===== src/rtl/pll_sup_pkg.sv =====
// Shared state type, widths and default parameters for the PLL lock supervisor.
package pll_sup_pkg;

   localparam int LOSS_W            = 8;
   localparam int DEF_RST_CYCLES    = 16;
   localparam int DEF_LOCK_TIMEOUT  = 4096;
   localparam int DEF_STABLE_CYCLES = 256;
   localparam int DEF_MAX_RETRIES   = 3;
   localparam int DEF_SYNC_STAGES   = 2;

   typedef enum logic [2:0] {
      PLL_RST   = 3'd0,
      WAIT_LOCK = 3'd1,
      STABLE    = 3'd2,
      RUN       = 3'd3,
      FAULT     = 3'd4
   } state_e;

   function automatic int max3(input int a, input int b, input int c);
      int m;
      m = (a > b) ? a : b;
      return (m > c) ? m : c;
   endfunction

endpackage


===== src/rtl/pll_lock_supervisor_if.sv =====
// Supervisor <-> PLL / system-reset signal bundle; master is the supervisor side.
interface pll_sup_if;
   import pll_sup_pkg::*;

   logic              LOCK;
   logic              PLL_RESETB;
   logic              SYS_RESET_N;
   logic              READY;
   logic              FAULT;
   logic [LOSS_W-1:0] LOSS_COUNT;

   modport master (
      input  LOCK,
      output PLL_RESETB, SYS_RESET_N, READY, FAULT, LOSS_COUNT
   );

   modport slave (
      output LOCK,
      input  PLL_RESETB, SYS_RESET_N, READY, FAULT, LOSS_COUNT
   );

endinterface


===== src/rtl/sync_bit.sv =====
// Single-bit multi-flop synchronizer with asynchronous active-low clear.
module sync_bit #(
   parameter int STAGES = 2
) (
   input  logic clk,
   input  logic rst_n,
   input  logic i_d,
   output logic o_q
);

   logic [STAGES-1:0] r_chain;

   // NOTE: sequential state uses non-blocking assignments so every flop samples pre-edge values.
   always_ff @(posedge clk or negedge rst_n) begin
      if (!rst_n) begin
         r_chain <= '0;
      end else begin
         r_chain <= {r_chain[STAGES-2:0], i_d};
      end
   end

   assign o_q = r_chain[STAGES-1];

endmodule


===== src/rtl/pll_lock_supervisor.sv =====
// Sequences the PLL reset, qualifies LOCK and releases the system reset.
// Define PLL_SUP_LOSS_COUNT_EN to build the saturating lock-loss counter.
module pll_lock_supervisor
   import pll_sup_pkg::*;
#(
   parameter int RST_CYCLES    = DEF_RST_CYCLES,
   parameter int LOCK_TIMEOUT  = DEF_LOCK_TIMEOUT,
   parameter int STABLE_CYCLES = DEF_STABLE_CYCLES,
   parameter int MAX_RETRIES   = DEF_MAX_RETRIES,
   parameter int SYNC_STAGES   = DEF_SYNC_STAGES
) (
   input  logic      REFERENCECLK,
   input  logic      RESETN,
   pll_sup_if.master bus
);

   localparam int CNT_MAX = max3(RST_CYCLES, LOCK_TIMEOUT, STABLE_CYCLES);
   localparam int CNT_W   = $clog2(CNT_MAX + 1);
   localparam int RTY_W   = $clog2(MAX_RETRIES + 1);

   localparam logic [CNT_W-1:0] RST_LAST = CNT_W'(RST_CYCLES - 1);
   localparam logic [CNT_W-1:0] TMO_LAST = CNT_W'(LOCK_TIMEOUT - 1);
   localparam logic [CNT_W-1:0] STB_LAST = CNT_W'(STABLE_CYCLES - 1);
   localparam logic [RTY_W-1:0] RTY_LAST = RTY_W'(MAX_RETRIES - 1);

   state_e           r_state, w_state_nxt;
   logic [CNT_W-1:0] r_cnt, w_cnt_nxt;
   logic [RTY_W-1:0] r_retry, w_retry_nxt;
   logic             r_pll_resetb, r_sys_reset_n, r_ready, r_fault;
   logic             w_lock_s;

   sync_bit #(.STAGES(SYNC_STAGES)) u_lock_sync (
      .clk   (REFERENCECLK),
      .rst_n (RESETN),
      .i_d   (bus.LOCK),
      .o_q   (w_lock_s)
   );

   always_comb begin
      // NOTE: defaults first so no path through the case can infer a latch.
      w_state_nxt = r_state;
      w_cnt_nxt   = r_cnt;
      w_retry_nxt = r_retry;
      case (r_state)
         PLL_RST: begin
            if (r_cnt == RST_LAST) w_state_nxt = WAIT_LOCK;
            else                   w_cnt_nxt   = r_cnt + CNT_W'(1);
         end
         WAIT_LOCK: begin
            // Lock beats a timeout expiring in the same cycle.
            if (w_lock_s) begin
               w_state_nxt = STABLE;
            end else if (r_cnt == TMO_LAST) begin
               w_retry_nxt = r_retry + RTY_W'(1);
               w_state_nxt = (r_retry == RTY_LAST) ? FAULT : PLL_RST;
            end else begin
               w_cnt_nxt = r_cnt + CNT_W'(1);
            end
         end
         STABLE: begin
            if (!w_lock_s) begin
               w_state_nxt = WAIT_LOCK;
            end else if (r_cnt == STB_LAST) begin
               w_state_nxt = RUN;
               w_retry_nxt = '0;
            end else begin
               w_cnt_nxt = r_cnt + CNT_W'(1);
            end
         end
         RUN: begin
            if (!w_lock_s) w_state_nxt = PLL_RST;
         end
         FAULT: begin
            w_state_nxt = FAULT;
         end
         default: w_state_nxt = PLL_RST;
      endcase
      if (w_state_nxt != r_state) w_cnt_nxt = '0;
   end

   // Outputs are decoded from the next state so they switch on the transition edge.
   always_ff @(posedge REFERENCECLK or negedge RESETN) begin
      if (!RESETN) begin
         r_state       <= PLL_RST;
         r_cnt         <= '0;
         r_retry       <= '0;
         r_pll_resetb  <= 1'b0;
         r_sys_reset_n <= 1'b0;
         r_ready       <= 1'b0;
         r_fault       <= 1'b0;
      end else begin
         r_state       <= w_state_nxt;
         r_cnt         <= w_cnt_nxt;
         r_retry       <= w_retry_nxt;
         r_pll_resetb  <= (w_state_nxt != PLL_RST) && (w_state_nxt != FAULT);
         r_sys_reset_n <= (w_state_nxt == RUN);
         r_ready       <= (w_state_nxt == RUN);
         r_fault       <= (w_state_nxt == FAULT);
      end
   end

   assign bus.PLL_RESETB  = r_pll_resetb;
   assign bus.SYS_RESET_N = r_sys_reset_n;
   assign bus.READY       = r_ready;
   assign bus.FAULT       = r_fault;

`ifdef PLL_SUP_LOSS_COUNT_EN
   logic [LOSS_W-1:0] r_loss_cnt;

   always_ff @(posedge REFERENCECLK or negedge RESETN) begin
      if (!RESETN) begin
         r_loss_cnt <= '0;
      end else if ((r_state == RUN) && !w_lock_s && (r_loss_cnt != '1)) begin
         r_loss_cnt <= r_loss_cnt + LOSS_W'(1);
      end
   end

   assign bus.LOSS_COUNT = r_loss_cnt;
`else
   assign bus.LOSS_COUNT = '0;
`endif

endmodule


===== src/flat_wrapper.sv =====
// flat-port wrapper written by rule: the top's interface ports become plain ports
module pll_lock_supervisor_flat import pll_sup_pkg::*;
#(
   parameter int RST_CYCLES    = DEF_RST_CYCLES,
   parameter int LOCK_TIMEOUT  = DEF_LOCK_TIMEOUT,
   parameter int STABLE_CYCLES = DEF_STABLE_CYCLES,
   parameter int MAX_RETRIES   = DEF_MAX_RETRIES,
   parameter int SYNC_STAGES   = DEF_SYNC_STAGES
)
  (REFERENCECLK, RESETN, bus_LOCK, bus_PLL_RESETB, bus_SYS_RESET_N, bus_READY, bus_FAULT, bus_LOSS_COUNT);
  pll_sup_if bus_i ();
  input  logic REFERENCECLK;
  input  logic RESETN;
  input wire logic [$bits(bus_i.LOCK)-1:0] bus_LOCK;
  output wire logic [$bits(bus_i.PLL_RESETB)-1:0] bus_PLL_RESETB;
  output wire logic [$bits(bus_i.SYS_RESET_N)-1:0] bus_SYS_RESET_N;
  output wire logic [$bits(bus_i.READY)-1:0] bus_READY;
  output wire logic [$bits(bus_i.FAULT)-1:0] bus_FAULT;
  output wire logic [$bits(bus_i.LOSS_COUNT)-1:0] bus_LOSS_COUNT;
  assign bus_i.LOCK = bus_LOCK;
  assign bus_PLL_RESETB = bus_i.PLL_RESETB;
  assign bus_SYS_RESET_N = bus_i.SYS_RESET_N;
  assign bus_READY = bus_i.READY;
  assign bus_FAULT = bus_i.FAULT;
  assign bus_LOSS_COUNT = bus_i.LOSS_COUNT;
  pll_lock_supervisor #(.RST_CYCLES(RST_CYCLES), .LOCK_TIMEOUT(LOCK_TIMEOUT), .STABLE_CYCLES(STABLE_CYCLES), .MAX_RETRIES(MAX_RETRIES), .SYNC_STAGES(SYNC_STAGES)) u_core (.REFERENCECLK(REFERENCECLK), .RESETN(RESETN), .bus(bus_i));
endmodule

===== config.mk =====
export PLATFORM = sky130hd
export DESIGN_NAME = pll_lock_supervisor_flat
export DESIGN_NICKNAME = d
export VERILOG_FILES = /design/src/rtl/pll_sup_pkg.sv /design/src/rtl/pll_lock_supervisor_if.sv /design/src/rtl/sync_bit.sv /design/src/rtl/pll_lock_supervisor.sv /design/src/flat_wrapper.sv
export SDC_FILE = /design/constraint.sdc
export NUM_CORES = 1
export LEC_CHECK = 0
export BUFFER_PORTS_ARGS = -buffer_cell sky130_fd_sc_hd__buf_4
export CAP_MARGIN = 20
export CORE_MARGIN = 2
export CORE_UTILIZATION = 47
export CTS_CLUSTER_DIAMETER = 60
export DETAILED_ROUTE_END_ITERATION = 8
export PLACE_DENSITY = 0.66
export SLEW_MARGIN = 20
export SYNTH_ARGS = -nofsm -noshare
export SYNTH_HDL_FRONTEND = slang
export SYNTH_HIERARCHICAL = 1
export SYNTH_SLANG_ARGS = --single-unit

===== constraint.sdc =====
create_clock -name REFERENCECLK -period 2.5 [get_ports REFERENCECLK]
set_input_delay 0.25 -clock REFERENCECLK [delete_from_list [all_inputs] [get_ports REFERENCECLK]]
set_output_delay 0.25 -clock REFERENCECLK [all_outputs]
set_load 0.01 [all_outputs]

==> impl_metrics.py <==
metrics = {
    "outcome": {
        "outcome": "complete, but fails checks",
        "violations": "DRC",
    },
    "global_routing": {
        "grt_pass1_wl_um": 4685,
        "overflow": 0,
        "grt_pass1_vias": 1029,
        "grt.total_usage_pct": 18.06,
        "grt_max_degree": 24,
        "antenna_found_initial": 0,
    },
    "drt": {
        "vias": 1065,
        "drt_iter0_markers": 17,
        "routed_via_density": 5.635,
        "drt-pass1-iter-count": 7,
        "wirelength_um": 2754,
        "routedWlPerCell_um": 14.57,
        "drtAntennaViolNets": 0,
        "drc": 3,
    },
    "power_and_ir_drop": {
        "p_leak_uw": 0.0006958,
        "netSwitchingFraction_pct": 39.56,
        "p_per_area_nw_per_um2": 786.0,
        "comb_power_share_pct": 45.9,
        "internal-power_uw": 738.9,
        "seqPwrFrac_pct": 39.4,
        "netSwitchingPower_uw": 483.5,
        "finalPower_uw": 1222,
        "clockPowerShare_pct": 14.7,
        "peakVddDrop_mv": 0.5123,
    },
    "min_path": {
        "hold_path.class": "in2async",
    },
    "yosys": {
        "yosysTopAreaCell": "dfrtp_1",
        "synth-edff-count": 0,
        "synth_top_area_share_pct": 40.64,
        "ys_warn_count": 6,
        "ys_seq_area_share_pct": 40.64,
        "async_reset_ff_share_pct": 100.0,
        "ys_ff_latch": 23,
        "synth_area_leaders": "dfrtp_1, buf_4, xor2_1",
        "synth.avg_cell_area_um2": 9.836,
        "synth_ff_type": "dfrtp_1",
        "synth_top_cells_by_count": "dfrtp_1, buf_4, nand3_1",
        "synth_most_common_cell": "dfrtp_1",
        "yosysUniqueCellTypes": 43,
        "syn_inst": 144,
        "syn_area_um2": 1416,
    },
    "clocking": {
        "clock_sinks": 23,
        "cts_tree": "yes",
        "numCtsBuffers": 3,
        "clock_path_buffers": 2,
        "path_clk_slew_ns": 0.13,
        "htreeDepth": 1,
        "clkLatencyLatePin_ns": 0.32,
        "cts_root_buffer": "clkbuf_4",
    },
    "floorplan": {
        "dieArea_um2": 3469,
        "initial_core_util_pct": 50.49,
        "die_h_um": 58.90,
        "core_um2": 2805,
        "row_count": 19,
        "io_pins": 15,
        "dieWidth_um": 58.90,
    },
    "layout": {
        "antenna_cells": 0,
        "area_delta_synth_final_pct": 9.806,
        "layoutNonFillerInstCount": 189,
        "drive_gt1_share_pct": 24.05,
        "nets": 164,
    },
    "worst_setup_path": {
        "critPathMaxStageDelay_ns": 0.53,
        "path_cells": "or4_4 -> nor4_4 -> o211ai_4 -> o211a_4 -> mux2i_4 -> buf_12 -> nor2_2",
        "crit_fanout": 9,
        "crit_type": "reg2reg",
        "crit_path_start_kind": "flip-flop",
        "critPathSlowestCell": "or4_4",
        "cpLargestDelayFamily": "simple AND/OR/NAND/NOR gates",
        "arrival_ns": 2.56,
        "cp.required_ns": 2.73,
        "critPathBufInv": 1,
        "crit_path_end_kind": "flip-flop",
    },
    "sta": {
        "holdWs_ns": 0.3359,
        "fmax_mhz": 428.9,
        "timing.final.crit_share_pct": 93.27,
        "finalSetupViolations": 0,
        "fin_skew_ns": 0.003138,
        "tightest_slew_ns": 0.6055,
        "hold_viol_final": 0,
        "slew_headroom_pct": 59.11,
        "maxSlewViolCount": 0,
        "period_minus_slack_ns": 2.332,
    },
    "run": {
        "drv_cap": 0,
    },
    "placement": {
        "dp_hpwl_um": 1977,
        "io_buffers": 6,
        "gp_congestion": 0.8446,
        "placedCellCount": 181,
    },
}
registers in the layout, indices dropped and copies added, names as in the netlist:
signal	cells
u_core/bus.PLL_RESETB	1
u_core/bus.READY	1
u_core/bus.FAULT	1
u_core/r_retry	2
u_core/u_lock_sync/r_chain	2
u_core/r_state	3
u_core/r_cnt	13
power by group through the flow:
| stage | clock network, µW | registers, µW | logic [µW] |
|---|---|---|---|
| finish | 180 | 481 | 561 |
| global route | 205 | 489 | 616 |
| CTS | 189 | 480 | 561 |
| detailed placement | 0 | 487 | 560 |
| global placement | 0 | 485 | 540 |
| floorplan | 0 | 472 | 436 |
worst paths after layout:
check                           cells after the start                           from                             to  slack, ns
worst max-delay path                                7              u_core/r_state[2]                u_core/r_cnt[4]       0.17
worst min-delay path                                2                         RESETN              u_core/r_retry[1]       0.34
worst max register to register                      7              u_core/r_state[2]                u_core/r_cnt[4]       0.17
worst min register to register                      0  u_core/u_lock_sync/r_chain[0]  u_core/u_lock_sync/r_chain[1]       0.37
max in group asynchronous                           2                         RESETN                u_core/r_cnt[4]       1.94
min in group REFERENCECLK                           0  u_core/u_lock_sync/r_chain[0]  u_core/u_lock_sync/r_chain[1]       0.37
per-layer routing:
layer	track usage [%]	routed length (µm)
met3	3.297	71
met1	22.99	1276
met2	29.52	1326
met4	8.766	80
met5	0	0
placed cells by master, fill, tap and decap left out, types with 3 or more instances in the layout:
cell / n
conb_1: 8
clkbuf_4: 3
nand2_1: 6
buf_4: 14
and3_1: 3
nand3_1: 9
o21ai_0: 3
xor2_1: 6
dfrtp_1: 23
xnor2_1: 3
nor2_1: 8
inv_1: 6
nor2_2: 8
a21oi_1: 5
or4_1: 4
o31ai_1: 3
nor3_1: 5
nand4_1: 5
nand2b_1: 5
per-stage QoR:
| stage | TNS, ns | setup WS [ns] | instance area, µm² | utilization (%) |
|---|---|---|---|---|
| after floorplan | 0 | 0.4437 | 1443 | - |
| after global placement | 0 | 0.1560 | 1485 | 52.94 |
| after detailed placement | 0 | 0.1235 | 1485 | 52.94 |
| after CTS | 0 | 0.05175 | 1525 | 54.37 |
| after global routing | -0.03678 | -0.01649 | 1555 | 55.44 |
| final | 0 | 0.1682 | 1555 | 55.44 |
kinds of logic (layout without fill, tap and decap cells):
group                    count (synthesis)  count (layout)  share of synthesized area [%]
adder cells (fa/ha/maj)                  2               2                          1.767
other                                    1               8                         0.2648
flip-flops                              23              23                          40.64
AND/OR/NAND/NOR                         64              64                          28.00
buffers and inverters                   21              28                          9.363
XOR/XNOR                                 9               9                          5.566
multiplexers                             2               2                          2.297
AO/OA/AOI/OAI                           22              22                          12.10
timing repair:
| action | 4_1_cts | 5_1_grt |
|---|---|---|
| setup endpoints to repair | 0 | 10 |
| resized for setup | 0 | 1 |
| endpoints found under the hold margin | 23 | 1 |
| buffers inserted | 0 | 2 |
| hold buffers | 1 | 1 |
area by class of cell:
class	instances	area [µm²]
fill	265	1250
timing repair buffer	17	145.1
multi-input combinational	107	739.5
sequential	23	575.6
clock buffer	3	22.52
inverter	7	26.28
tap	31	38.79
clock inverter	1	7.507
Note: power is estimated with default switching activity, not from simulation.
